**src/rtl/ifmap_row_tagger.sv**
```systemverilog
// ifmap_row_tagger: frames raw feature-map samples into tagged rows for the IF buffer.
// Ports: clk/rst; start+row_len+row_cnt launch a frame; in_valid/in_data/in_ready
//   sample input; IF_full/IF_wen/IF_din buffer write port; busy/done frame status.
module ifmap_row_tagger #(
    parameter int IF_SCRATCH_WIDTH = 16,
    parameter int ROW_LEN_BITS     = 8,
    parameter int ROW_CNT_BITS     = 8
) (
    input  logic                        clk,
    input  logic                        rst,
    input  logic                        start,
    input  logic [ROW_LEN_BITS-1:0]     row_len,
    input  logic [ROW_CNT_BITS-1:0]     row_cnt,
    input  logic                        in_valid,
    input  logic [IF_SCRATCH_WIDTH-1:0] in_data,
    output logic                        in_ready,
    input  logic                        IF_full,
    output logic                        IF_wen,
    output logic [IF_SCRATCH_WIDTH+1:0] IF_din,
    output logic                        busy,
    output logic                        done
);

    typedef enum logic [1:0] {
        IDLE   = 2'd0,
        STREAM = 2'd1,
        FLUSH  = 2'd2
    } state_t;

    state_t                      state_q, state_d;
    logic [ROW_LEN_BITS-1:0]     col_q, col_d;
    logic [ROW_CNT_BITS-1:0]     row_q, row_d;
    logic [ROW_LEN_BITS-1:0]     len_q, len_d;
    logic [ROW_CNT_BITS-1:0]     cnt_q, cnt_d;
    logic                        out_vld_q, out_vld_d;
    logic [IF_SCRATCH_WIDTH+1:0] din_q, din_d;

    logic col_last;
    logic row_last;
    logic accept;

    assign col_last = (col_q == len_q - ROW_LEN_BITS'(1));
    assign row_last = (row_q == cnt_q - ROW_CNT_BITS'(1));

    // A write is never issued into a full buffer.
    assign IF_wen   = out_vld_q & ~IF_full;
    // The output register can take a new word if empty or draining this cycle.
    assign in_ready = (state_q == STREAM) & (~out_vld_q | ~IF_full);
    assign accept   = in_valid & in_ready;
    assign IF_din   = din_q;
    assign busy     = (state_q != IDLE);
    assign done     = (state_q == FLUSH) & IF_wen;

    always_ff @(posedge clk) begin
        if (rst) begin
            state_q   <= IDLE;
            col_q     <= '0;
            row_q     <= '0;
            len_q     <= '0;
            cnt_q     <= '0;
            out_vld_q <= 1'b0;
            din_q     <= '0;
        end else begin
            state_q   <= state_d;
            col_q     <= col_d;
            row_q     <= row_d;
            len_q     <= len_d;
            cnt_q     <= cnt_d;
            out_vld_q <= out_vld_d;
            din_q     <= din_d;
        end
    end

    always_comb begin
        state_d   = state_q;
        col_d     = col_q;
        row_d     = row_q;
        len_d     = len_q;
        cnt_d     = cnt_q;
        out_vld_d = out_vld_q;
        din_d     = din_q;

        // Drain first; a same-cycle accept below reloads the register.
        if (IF_wen) begin
            out_vld_d = 1'b0;
        end

        case (state_q)
            IDLE: begin
                if (start && (row_len != '0) && (row_cnt != '0)) begin
                    len_d   = row_len;
                    cnt_d   = row_cnt;
                    col_d   = '0;
                    row_d   = '0;
                    state_d = STREAM;
                end
            end
            STREAM: begin
                if (accept) begin
                    din_d     = {(col_q == '0), col_last, in_data};
                    out_vld_d = 1'b1;
                    if (col_last) begin
                        col_d = '0;
                        if (row_last) begin
                            row_d   = '0;
                            state_d = FLUSH;
                        end else begin
                            row_d = row_q + ROW_CNT_BITS'(1);
                        end
                    end else begin
                        col_d = col_q + ROW_LEN_BITS'(1);
                    end
                end
            end
            FLUSH: begin
                if (IF_wen) begin
                    state_d = IDLE;
                end
            end
            default: begin
                state_d = IDLE;
            end
        endcase
    end

endmodule
```
**config.mk**
```make
export PLATFORM = sky130hd
export DESIGN_NAME = ifmap_row_tagger
export DESIGN_NICKNAME = d
export VERILOG_FILES = /design/src/rtl/ifmap_row_tagger.sv
export SDC_FILE = /design/constraint.sdc
export NUM_CORES = 1
export LEC_CHECK = 0
export ABC_AREA = 1
export ABC_CLOCK_PERIOD_IN_PS = 4900
export BUFFER_PORTS_ARGS = -buffer_cell sky130_fd_sc_hd__buf_2
export CORE_MARGIN = 2
export CORE_UTILIZATION = 59
export DETAILED_ROUTE_END_ITERATION = 16
export GPL_TIMING_DRIVEN = 0
export PLACE_DENSITY = 0.9
export RECOVER_POWER = 25
export SETUP_SLACK_MARGIN = 0.4
export SLEW_MARGIN = 30
export SYNTH_ARGS = -nofsm -noshare
export SYNTH_HDL_FRONTEND = slang
export SYNTH_SLANG_ARGS = --single-unit
```
**constraint.sdc**
```tcl
create_clock -name clk -period 4.9 [get_ports clk]
set_input_delay 0.98 -clock clk [delete_from_list [all_inputs] [get_ports clk]]
set_output_delay 0.98 -clock clk [all_outputs]
set_load 0.01 [all_outputs]
```
Word-level counts from Yosys, hierarchy flattened:

Cells that the tools add are included.

* bits in registers: 53
* bits in latches: 0
* bits in writable memories: 0
* bits in read-only memories: 0
* input port bits: 37
* memories: 0

* add/subtract/negate cells: 4
* multiply operators: 0
* div/mod/pow operators: 0
* magnitude comparators: 0
* equality and inequality tests: 9
* shift-type cells: 0
* multiplexer cells: 17
* bitwise logic cells: 7
* reduce and logical (&&, ||, !) cells: 13

Operators with widths (number)
* $mux W8: 6
* $pmux W8 S2: 2
* $add A8 B1 Y8 const B: 2
* $eq A8 B8 Y1: 2
* $reduce_bool A8 Y1: 2
* $sub A8 B1 Y8 const B: 2
* $mux W2: 5
* $ne A2 B2 Y1 const B: 5
* $logic_not A8 Y1: 1
* $pmux W2 S3: 1
* $reduce_and A5 Y1: 1
* $and A1 B1 Y1: 4
* $reduce_and A2 Y1: 2
* $reduce_and A4 Y1: 1
* $reduce_bool A2 Y1: 2
* $mux W1: 3
* $reduce_and A3 Y1: 1
* $eq A2 B1 Y1 const B: 1
* $eq A2 B2 Y1 const B: 1
* $logic_and A1 B1 Y1: 2
* $logic_not A2 Y1: 1
* $not A1 Y1: 2
* $or A1 B1 Y1: 1

Longest topological paths before layout:

* depth after elaboration: 6
* gate-level depth with buffers: 16

Worst setup path before layout:

Ideal clock, no wire load.

* path kind: input -> output
* start point: in IF_full
* end point: out done
* arrival time: 1270 ps
* required time: 3920 ps
* slack: 2650 ps
* stages on the path: 1
* cells stage by stage: nor3_1

* longest elaborated chain between the ends: 3

Ends and longest elaborated chain
* from (decl): line 17 `input logic IF_full,`
* $not A1 Y1: line 46 `assign IF_wen = out_vld_q & ~IF_full;`
* $and A1 B1 Y1: line 46
* $and A1 B1 Y1: line 52 `assign done = (state_q == FLUSH) & IF_wen;`
* to (decl): line 21 `output logic done`

No other way between the ends.

Worst setup path in the final report:

* start point: in IF_full
* end point: out in_ready

* longest elaborated chain between the ends: 3

Ends and longest elaborated chain
* $not A1 Y1: line 48 `assign in_ready = (state_q == STREAM) & (~out_vld_q | ~IF_full);`
* $or A1 B1 Y1: line 48
* $and A1 B1 Y1: line 48
* to (decl): line 16 `output logic in_ready,`

No other way between the ends.

==> impl_metrics.py <==
metrics = {
    "outcome": {
        "outcome": "complete, no violations",
    },
    "power": {
        "p_switching_uw": 337,
        "seq_power_share": 0.467,
        "p_leak_uw": 0.00145,
        "swShare": 0.322,
        "clkPwrFrac": 0.282,
        "p_int_uw": 711,
        "power.share.combinational": 0.251,
        "peakVddDrop_mv": 0.195,
        "p_per_area_mw_per_mm2": 324,
    },
    "floorplanning": {
        "die-width_um": 72.9,
        "placementRows": 25,
        "initial_core_util": 0.600,
        "core-area_mm2": 0.00466,
        "die_h_um": 72.9,
        "ios": 59,
        "die_area_mm2": 0.00531,
    },
    "critical_path": {
        "worst_ep_required_time_ps": 3920,
        "regToRegSetupSlack_ps": 2920,
        "crit_arrival_ps": 1490,
        "rr_endpoint": "row_q[0]",
        "end_kind": "primary output",
        "r2r_start": "len_q[0]",
        "criticalPathCategory": "in -> out",
        "reg2reg_depth": 14,
        "startpoint_type": "input port",
        "path_max_fanout": 3,
    },
    "final_layout": {
        "seq_area_mm2": 0.00106,
        "fin_area_mm2": 0.00324,
        "n_antenna_cell": 0,
        "fin_util": 0.695,
        "final_layout_size_suffix_gt1_frac": 0.139,
        "stdcell_count": 529,
        "area_delta_synth_final_pct": 15.8,
        "fillers": 396,
        "multi_input_area_mm2": 0.00153,
        "final_nets": 517,
    },
    "cts": {
        "clock-sinks": 53,
        "cts_root_buf": "clkbuf_8",
        "clk_pin_slew_ps": 90,
        "cts_setup_buffers": 0,
        "h-tree-depth": 2,
        "cts.path.max_buffers": 2,
        "cts.hold.buffers_added": 0,
        "cts_resized": 0,
        "insertion_delay_ps": 310,
        "cts_tree": "built",
        "numCtsBuffers": 5,
    },
    "routing": {
        "vias_per_cell": 5.29,
        "vias": 2796,
        "antenna_left": 0,
        "drc": 0,
        "drt-total-wl_um": 6570,
        "wl_per_cell_um": 12.4,
        "drt_iter0_markers": 226,
        "dr.pass1.iters": 5,
    },
    "min_path": {
        "holdCritStartpoint": "IF_din[13]",
        "whs_endpoint": "IF_din[13]",
        "hold_class": "reg -> reg",
        "hold_depth": 2,
    },
    "logic_synthesis": {
        "yosys_warnings": 0,
        "seq_area_frac_synth": 0.379,
        "synth.ff_latch_count": 53,
        "synth_area_mm2": 0.00280,
        "netlist_instances": 410,
        "syn_area_per_cell_um2": 6.82,
        "synth_nets": 452,
        "synth_cell_types": 27,
    },
    "sta": {
        "max_freq_mhz": 406,
        "timing.final.crit_period_ps": 2470,
        "finalCritPeriodShare": 0.503,
        "whs_ps": 488,
        "worst_slew_pin_slew_ps": 477,
        "slew_viol_final": 0,
        "tns_ps": 0,
        "rsz0062_at_grt": "false",
        "finClkSkew_ps": 7.25,
        "hold_viol": 0,
        "setup_viol": 0,
        "slew-limit-headroom": 0.682,
    },
    "placed_design": {
        "gp_congestion": 0.872,
        "dp_hpwl_um": 4900,
        "placed_area_mm2": 0.00316,
        "dp_cells": 522,
        "port_buffers": 58,
    },
    "flow_run": {
        "cap_violations": 0,
    },
    "grt": {
        "grt_overflow": 0,
        "track_usage": 0.267,
        "grt_pass1_vias": 2568,
        "grt_max_degree": 17,
        "grt_pass1_wl_um": 11100,
        "antenna_found_initial": 0,
    },
}
[kinds of logic (layout without fill, tap and decap cells)]
family,count (synthesis),count (layout),synth area share
simple gates,219,219,0.344
xor+xnor,23,23,0.0720
flops,53,53,0.379
buf+inv,49,114,0.0724
fa+ha+maj,5,5,0.0224
compound gates,61,61,0.110
[sequential cells by signal, indices dropped and copies added, names as in the netlist]
register,flops
col_q,8
state_q,2
out_vld_q,1
len_q,8
row_q,8
IF_din,18
cnt_q,8
[placed cells by master (no fill, tap or decap), types with 3 or more instances in the layout]
| cell | instances |
|---|---|
| clkbuf_1 | 24 |
| nand2_1 | 83 |
| ha_1 | 5 |
| inv_1 | 34 |
| a21oi_1 | 20 |
| nor2_1 | 83 |
| nand3_1 | 24 |
| xnor2_1 | 7 |
| o21ai_0 | 40 |
| xor2_1 | 16 |
| nor2_4 | 3 |
| nor3_1 | 5 |
| nand2_4 | 4 |
| clkbuf_8 | 5 |
| buf_2 | 43 |
| nand4_1 | 7 |
| dfxtp_1 | 53 |
[cells in the mapped netlist]
cell      instances  share of area
nand2_2           2         0.0045
nand3_2           1         0.0036
inv_1            34          0.046
o21ai_0          40          0.072
and2_4            1         0.0031
nor2_1           83           0.11
nor2_2            2         0.0045
xnor2_1           7          0.022
nand3_1          24          0.043
nand4_1           7          0.016
nand3b_1          2         0.0054
clkinv_1          2         0.0027
o21a_1            1         0.0027
clkbuf_2          1         0.0018
clkbuf_1          7         0.0094
a21oi_1          20          0.036
xor2_1           16          0.050
nor4_1            2         0.0045
nand2_1          83           0.11
dfxtp_1          53           0.38
nor2_4            3          0.012
inv_2             1         0.0013
ha_1              5          0.022
nand2_4           4          0.016
nor3_1            5         0.0089
buf_6             2         0.0080
buf_2             2         0.0036
[layout make-up]
| class | instances | area share |
|---|---|---|
| multi-input combinational | 308 | 0.473 |
| sequential | 53 | 0.328 |
| timing repair buffer | 58 | 0.0830 |
| inverter | 37 | 0.0429 |
| clock buffer | 5 | 0.0212 |
| tap | 54 | 0.0209 |
| buffer | 12 | 0.0197 |
| clock inverter | 2 | 0.0120 |
[worst max-delay path, cell delays in order]
cell and delay (ps):
buf_2 110, nand2_1 70, and2_0 170, buf_2 150
[through the flow]
stage | total power [uW] | worst slack [ps]
finish | 1050 | 2430
global route | 1110 | 2360
CTS | 1050 | 2480
global placement | 748 | 2490
detailed placement | 760 | 2480
floorplan | 683 | 2650
[worst max path at each step]
| stage | startpoint | slack (ps) | end | cells after the start |
|---|---|---|---|---|
| final | IF_full | 2430 | in_ready | 4 |
| after global routing | IF_full | 2360 | in_ready | 4 |
| after CTS | IF_full | 2480 | in_ready | 4 |
| after detailed placement | IF_full | 2480 | in_ready | 4 |
| after global placement | IF_full | 2490 | in_ready | 4 |
| after floorplan | IF_full | 2650 | done | 1 |
[layer usage]
layer  track usage  up-vias  share of wire
li1              -     1442              -
met1         0.352     1229           0.48
met2         0.423      111           0.44
met3        0.0635       14          0.069
met4         0.107        0          0.020
met5             0        -              0
[power groups by stage]
stage / Sequential (uW) / Combinational (uW) / Clock [uW]
floorplan: 500 / 182 / 0
global placement: 497 / 251 / 0
detailed placement: 498 / 262 / 0
CTS: 490 / 265 / 300
global route: 495 / 298 / 315
finish: 490 / 263 / 295
Power figures use the tool's default switching activity.
